File: src/rtl/mult_div_unit.sv
// Iterative multiply/divide unit with HI/LO registers (shift-add multiply, restoring divide).
// Define MULT_DIV_UNIT_DIV_EN to build the divider; otherwise DIV/DIVU are ignored like ops 6/7.
module mult_div_unit #(
    parameter int WIDTH = 32
) (
    input  logic             i_clk,
    input  logic             i_rst,
    input  logic             i_start,
    input  logic [2:0]       i_op,
    input  logic [WIDTH-1:0] i_a,
    input  logic [WIDTH-1:0] i_b,
    output logic             o_busy,
    output logic             o_done,
    output logic [WIDTH-1:0] o_hi,
    output logic [WIDTH-1:0] o_lo
);
    localparam int CW = $clog2(WIDTH) + 1;
    localparam logic [CW-1:0] LAST = CW'(WIDTH - 1);

    typedef enum logic [1:0] {
        S_IDLE = 2'd0,
        S_MUL  = 2'd1,
`ifdef MULT_DIV_UNIT_DIV_EN
        S_DIV  = 2'd2,
`endif
        S_FIX  = 2'd3
    } state_t;

    state_t           state;
    logic [CW-1:0]    cnt;
    logic [WIDTH-1:0] mag_a;
    logic             neg_a, neg_b;
    // Multiply: {partial sum, remaining multiplier}. Divide: {remainder, dividend/quotient}.
    logic [2*WIDTH-1:0] prod;

    logic             signed_op;
    logic [WIDTH-1:0] abs_a, abs_b;
    logic [WIDTH:0]   mul_sum;
    logic [2*WIDTH-1:0] mul_next, prod_fix;

    assign signed_op = (i_op == 3'd0) || (i_op == 3'd2);
    assign abs_a     = (signed_op && i_a[WIDTH-1]) ? -i_a : i_a;
    assign abs_b     = (signed_op && i_b[WIDTH-1]) ? -i_b : i_b;
    assign mul_sum   = {1'b0, prod[2*WIDTH-1:WIDTH]} + {1'b0, (prod[0] ? mag_a : {WIDTH{1'b0}})};
    assign mul_next  = {mul_sum, prod[WIDTH-1:1]};
    assign prod_fix  = (neg_a ^ neg_b) ? -prod : prod;

`ifdef MULT_DIV_UNIT_DIV_EN
    logic [WIDTH-1:0] mag_b, a_raw, quo_fix, rem_fix;
    logic             is_div;
    logic [WIDTH:0]   div_shift, div_diff;
    logic             div_ge;
    logic [2*WIDTH-1:0] div_next;

    assign div_shift = {prod[2*WIDTH-1:WIDTH], prod[WIDTH-1]};
    assign div_diff  = div_shift - {1'b0, mag_b};
    assign div_ge    = !div_diff[WIDTH];
    assign div_next  = {(div_ge ? div_diff[WIDTH-1:0] : div_shift[WIDTH-1:0]),
                        prod[WIDTH-2:0], div_ge};
    assign quo_fix   = (neg_a ^ neg_b) ? -prod[WIDTH-1:0] : prod[WIDTH-1:0];
    assign rem_fix   = neg_a ? -prod[2*WIDTH-1:WIDTH] : prod[2*WIDTH-1:WIDTH];
`endif

    always_ff @(posedge i_clk) begin
        if (i_rst) begin
            state  <= S_IDLE;
            cnt    <= '0;
            o_busy <= 1'b0;
            o_done <= 1'b0;
            o_hi   <= '0;
            o_lo   <= '0;
            mag_a  <= '0;
            neg_a  <= 1'b0;
            neg_b  <= 1'b0;
            prod   <= '0;
`ifdef MULT_DIV_UNIT_DIV_EN
            mag_b  <= '0;
            a_raw  <= '0;
            is_div <= 1'b0;
`endif
        end else begin
            o_done <= 1'b0;
            case (state)
                S_IDLE: begin
                    if (i_start) begin
                        case (i_op)
                            3'd0, 3'd1: begin
                                state  <= S_MUL;
                                o_busy <= 1'b1;
                                cnt    <= '0;
                                mag_a  <= abs_a;
                                prod   <= {{WIDTH{1'b0}}, abs_b};
                                neg_a  <= signed_op && i_a[WIDTH-1];
                                neg_b  <= signed_op && i_b[WIDTH-1];
`ifdef MULT_DIV_UNIT_DIV_EN
                                is_div <= 1'b0;
`endif
                            end
`ifdef MULT_DIV_UNIT_DIV_EN
                            3'd2, 3'd3: begin
                                state  <= S_DIV;
                                o_busy <= 1'b1;
                                cnt    <= '0;
                                mag_b  <= abs_b;
                                a_raw  <= i_a;
                                prod   <= {{WIDTH{1'b0}}, abs_a};
                                neg_a  <= signed_op && i_a[WIDTH-1];
                                neg_b  <= signed_op && i_b[WIDTH-1];
                                is_div <= 1'b1;
                            end
`endif
                            3'd4: begin
                                o_hi   <= i_a;
                                o_done <= 1'b1;
                            end
                            3'd5: begin
                                o_lo   <= i_a;
                                o_done <= 1'b1;
                            end
                            default: ;
                        endcase
                    end
                end
                S_MUL: begin
                    prod <= mul_next;
                    cnt  <= cnt + 1'b1;
                    if (cnt == LAST) state <= S_FIX;
                end
`ifdef MULT_DIV_UNIT_DIV_EN
                S_DIV: begin
                    prod <= div_next;
                    cnt  <= cnt + 1'b1;
                    if (cnt == LAST) state <= S_FIX;
                end
`endif
                S_FIX: begin
                    state  <= S_IDLE;
                    o_busy <= 1'b0;
                    o_done <= 1'b1;
                    cnt    <= '0;
`ifdef MULT_DIV_UNIT_DIV_EN
                    if (is_div) begin
                        // Zero divisor bypasses the sign fix-up: LO all ones, HI the raw dividend.
                        if (mag_b == '0) begin
                            o_lo <= '1;
                            o_hi <= a_raw;
                        end else begin
                            o_lo <= quo_fix;
                            o_hi <= rem_fix;
                        end
                    end else begin
                        o_hi <= prod_fix[2*WIDTH-1:WIDTH];
                        o_lo <= prod_fix[WIDTH-1:0];
                    end
`else
                    o_hi <= prod_fix[2*WIDTH-1:WIDTH];
                    o_lo <= prod_fix[WIDTH-1:0];
`endif
                end
                default: state <= S_IDLE;
            endcase
        end
    end
endmodule

File: config.mk
export PLATFORM = sky130hd
export DESIGN_NAME = mult_div_unit
export DESIGN_NICKNAME = d
export VERILOG_FILES = /design/src/rtl/mult_div_unit.sv
export SDC_FILE = /design/constraint.sdc
export NUM_CORES = 1
export LEC_CHECK = 0
export CORE_MARGIN = 8
export CORE_UTILIZATION = 52
export DETAILED_ROUTE_END_ITERATION = 16
export MAX_ROUTING_LAYER = met4
export PLACE_DENSITY = 0.81
export SLEW_MARGIN = 25
export SYNTH_ARGS = -nofsm -noshare
export SYNTH_HDL_FRONTEND = slang
export SYNTH_SLANG_ARGS = --single-unit
File: constraint.sdc
create_clock -name i_clk -period 2.9 [get_ports i_clk]
set_clock_uncertainty 0.15 [all_clocks]
set_input_delay 0.435 -clock i_clk [delete_from_list [all_inputs] [get_ports i_clk]]
set_output_delay 0.435 -clock i_clk [all_outputs]
set_load 0.1 [all_outputs]
* After elaboration in Yosys (flattened, before gate mapping)
Cells that the tools add are included.
** Word-level totals
- Bits of input ports :: 70
- Register bits after elaboration :: 172
- Logic and storage cells :: 71
** Operators by class
- Add/sub/neg operators :: 5
- Multiplexer cells :: 26
- Eq/ne operators :: 12
- Reduce and logical (&&, ||, !) cells :: 17
- Bitwise gates (word level) :: 1
** Operators by type and width (number)
- 2-to-1 mux 32 bit :: 7
- 2-to-1 mux 64 bit :: 3
- one-hot mux 32 bit (2 select lines) :: 2
- one-hot mux 64 bit (2 select lines) :: 1
- negation 32 bit :: 2
- negation 64 bit :: 1
- adder 32 x 32 -> 33 bit :: 1
- AND reduction 3 bit :: 7
- one-hot mux 6 bit (3 select lines) :: 1
- 2-to-1 mux 6 bit :: 2
- adder 6 x 1 -> 6 bit (second input constant) :: 1
- == test 3 bit (second input constant) :: 2
- == test 6 x 5 -> 1 bit (second input constant) :: 1
- 2-to-1 mux 2 bit :: 3
- inequality test 2 x 1 -> 1 bit (second input constant) :: 3
- 2-to-1 mux 1 bit :: 4
- inequality test 2 bit (second input constant) :: 2
- one-hot mux 1 bit (2 select lines) :: 2
- one-hot mux 2 bit (2 select lines) :: 1
- nonzero test 2 bit :: 2
- OR reduction 2 bit :: 2
- == test 3 x 1 -> 1 bit (second input constant) :: 1
- == test 3 x 2 -> 1 bit (second input constant) :: 1
- logical NOT 3 bit :: 1
- 7 further kinds :: 8

* Depth between registers and ports, before layout
- Depth in word-level cells :: 7
- Gate-level depth with buffers :: 15

* Worst setup path after synthesis
No wires, ideal clock.
- Kind :: register to register
- From :: register prod[0]
- To :: register prod[60]
- Library setup time :: 0.128 ns
- Setup slack :: -0.142 ns
- Stages on the path, launching flop included :: 14
- Data arrival time :: 2.763 ns
- Buffers on the path :: 3
- Period minus slack after synthesis :: 3.042 ns
- Path through :: dfxtp_1 > clkbuf_1 > clkbuf_1 > and2_1 > ha_1 > clkbuf_1 > a21o_1 > a31o_2 > a221o_1 > a211oi_1 > or3_1 > a31oi_1 > xnor2_1 > o21ai_0
** On the way
- Longest elaborated chain between the ends :: 3
** Ends and longest elaborated chain
- start: declaration :: RTL line 34 : logic [2*WIDTH-1:0] prod;
- start signal: assignment :: RTL line 92 : prod <= {{WIDTH{1'b0}}, abs_b};
- start signal: assignment :: RTL line 125 : prod <= mul_next;
- 2-to-1 mux 32 bit :: RTL line 44 : assign mul_sum = {1'b0, prod[2*WIDTH-1:WIDTH]} + {1'b0, (prod[0] ? mag_a : {WIDTH{1'b0}})};
- adder 32 x 32 -> 33 bit :: RTL line 44
- one-hot mux 64 bit (2 select lines) :: RTL line 83 : case (state)
Every way passes these cells.
A chain may end at the register's enable or synchronous reset.

* Final worst setup path
- From :: register prod[0]
- To :: register prod[59]
The elaborated chain is that of the path after synthesis.

==> run summary <==
outcome -> completed
hold_buf cts -> 0
Post-synth EDFFs -> 0
Detail Route Antenna Nets -> 0
syn_area_per_cell -> 7.47 sq um
Core Footprint -> 21600 sq um
Rel. slew slack -> 0.380
Primary FF master, synth -> dfxtp_1
simple-gate portion of the synthesized area -> 0.234
Rows -> 54
cells after synthesis -> 1518
Layout area overhead -> 35.8%
min cycle time layout -> 2.88 ns
CTS Buf Count -> 17
Die H -> 164 um
final wirelength -> 43600 um
post-synthesis xor/xnor area fraction -> 0.107
layout cells sized above 1 -> 0.226
nets@finish -> 1914
GP Congestion -> 1.00
H-tree depth -> 4
total track usage -> 0.321
setup violators final -> 0
CP required -> 3.09 ns
Die W -> 164 um
Yosys reg bits -> 172
Pwr Total -> 9.04 mW
Max Cap Viol -> 0
Worst setup SP type -> register
synth warn -> 0
Netlist cell types -> 63
Sink Count -> 172
met1 WL -> 17200 um
first drt pass iteration count -> 5
die area -> 26800 sq um
largest family of logic cells by synthesized area -> compound AO/OA/AOI/OAI gates
Async S/R FF share, synth -> 0
Fin Hold WS -> 0.254 ns
Post-Synthesis Net Count -> 1629
Root Buffer -> clkbuf_16
sequential area share after synthesis -> 0.304
final std cells w/o fill -> 2096
Clock Latency Late Sink -> 0.44 ns
post-detailed-route wirelength per cell -> 20.8 um
CP peak stage delay -> 0.39 ns
cell area after synthesis -> 11300 sq um
clock buffer depth -> 2
Max Used Layer -> met4
leading cell type in the layout, fill and taps excluded -> buf_4
mux contribution to synthesized area -> 0.00364
CTS tree -> done
Via Count -> 13080
period utilization -> 0.995
global route overflow -> 0
Synth Area in Compound Gates -> 0.262
maximum fanout along the worst path -> 3
Setup Crit Path Kind -> reg -> reg
vias per inst -> 6.24
Power Dens Cells -> 587 nW/um^2
post-route cell area -> 15400 sq um
first-pass GRT wire length -> 66300 um
initial core utilization -> 0.524
P_leak -> 6.20 nW
met3 wire len -> 4320 um
Worst Tran Pin Value -> 0.926 ns
worst-case vdd ir drop -> 0.704 mV
Worst-path clk slew -> 0.07 ns
DP HPWL -> 32500 um
final hold violations -> 0
# DRC -> 0
RSZ-0062 raised after global routing -> true
adder and majority gate portion of the synthesized area -> 0.0459
Critical Path AT -> 3.08 ns
fmax -> 0.347 GHz
vias in the first global route -> 12408
max-slew violation count -> 0
port buffer count -> 135
Most common cell on crit path -> nor4_1
ant diodes -> 0
Top-Level Pins -> 136
DR iter-0 viols -> 1479
metal2 WL -> 19900 um
Hold WC Path Type -> in -> reg
commonest non-fill, non-tap cells in the layout -> 288 x buf_4, 193 x nor2_1, 171 x dfxtp_1
Area after DPL -> 14300 sq um
largest net degree at the start of global routing -> 96
Worst Setup End Kind -> register
DP Cell Count -> 2059
slowest stage cell, crit path -> fa_2
crit-path cells -> and2_4 > ha_2 > inv_1 > fa_2 > nor2b_4 > o31ai_2 > a211o_1 > nand2_2 > nor4_1 > nor4_1 > buf_4 > mux2i_1 > nand2_1
initial antenna violation count -> 0
## through the flow
| stage | worst slack [ns] | setup TNS [ns] | util |
|---|---|---|---|
| after global placement | -0.413 | -4.12 | 0.662 |
| final | 0.0151 | 0 | 0.712 |
| after floorplan | 0.0152 | 0 | - |
| after global routing | -0.147 | -0.839 | 0.712 |
| after CTS | 0.000251 | 0 | 0.692 |
| after detailed placement | -0.489 | -6.37 | 0.662 |
## metal layers
layer	vias to the layer above	GRT usage
met5	-	-
met4	0	0.155
met3	154	0.0693
met2	764	0.501
met1	6121	0.388
li1	6041	-
## worst max-delay path: cells and delay by family (launching register included)
family	cells	cell delay [ns]
flip-flops	1	0.37
AND/OR/NAND/NOR	6	0.89
adder cells (fa/ha/maj)	2	0.56
AO/OA/AOI/OAI	2	0.39
multiplexers	1	0.17
buffers and inverters	2	0.25
## where the power goes
| group | switching (mW) | total (mW) | internal [mW] |
|---|---|---|---|
| Clock | 1.05 | 2.29 | 1.24 |
| Sequential | 0.187 | 2.77 | 2.58 |
| Combinational | 2.59 | 3.98 | 1.39 |
| Total | 3.83 | 9.04 | 5.21 |
## registers in the layout, indices dropped and copies added, names as in the netlist
register	cells
o_hi	32
state	2
o_busy	1
o_done	1
neg_a	1
cnt	6
mag_a	32
prod	64
neg_b	1
o_lo	32
## Yosys cell counts, types with 31 or more instances
library cell	instances	area (sq um)
xor2_1	67	587
and2_1	40	250
nand2_1	162	608
inv_1	32	120
a211oi_1	66	495
o21ai_0	93	465
a21oi_1	136	681
clkbuf_1	91	342
dfxtp_1	172	3440
nor3_1	31	155
xnor2_1	72	631
nor2_1	195	732
ha_1	40	500
## cell families after synthesis
kind of cell,Yosys count
AND/OR/NAND/NOR,564
buffers and inverters,131
AO/OA/AOI/OAI,467
XOR/XNOR,139
multiplexers,4
adder cells (fa/ha/maj),41
flip-flops,172
## area by class of cell
type	count	area (sq um)
sequential	172	3450
multi-input combinational	1215	7910
tap	280	350
fill	1719	6230
clock buffer	21	460
timing repair buffer	363	2990
clock inverter	11	109
inverter	34	128
## worst paths after layout
path	from	depth (start not counted)	end	slack [ns]
worst max-delay path	prod[0]	13	prod[59]	0.02
worst min-delay path	i_rst	2	o_hi[15]	0.25
worst max register to register	prod[0]	13	prod[59]	0.02
worst min register to register	o_hi[26]	2	o_hi[26]	0.30
## what timing repair did
action	4_1_cts	5_1_grt
endpoints found under the setup margin	13	32
gates cloned	0	0
setup buffers	0	5
resized for setup	19	77
pin swaps	9	28
Power figures use the tool's default switching activity.
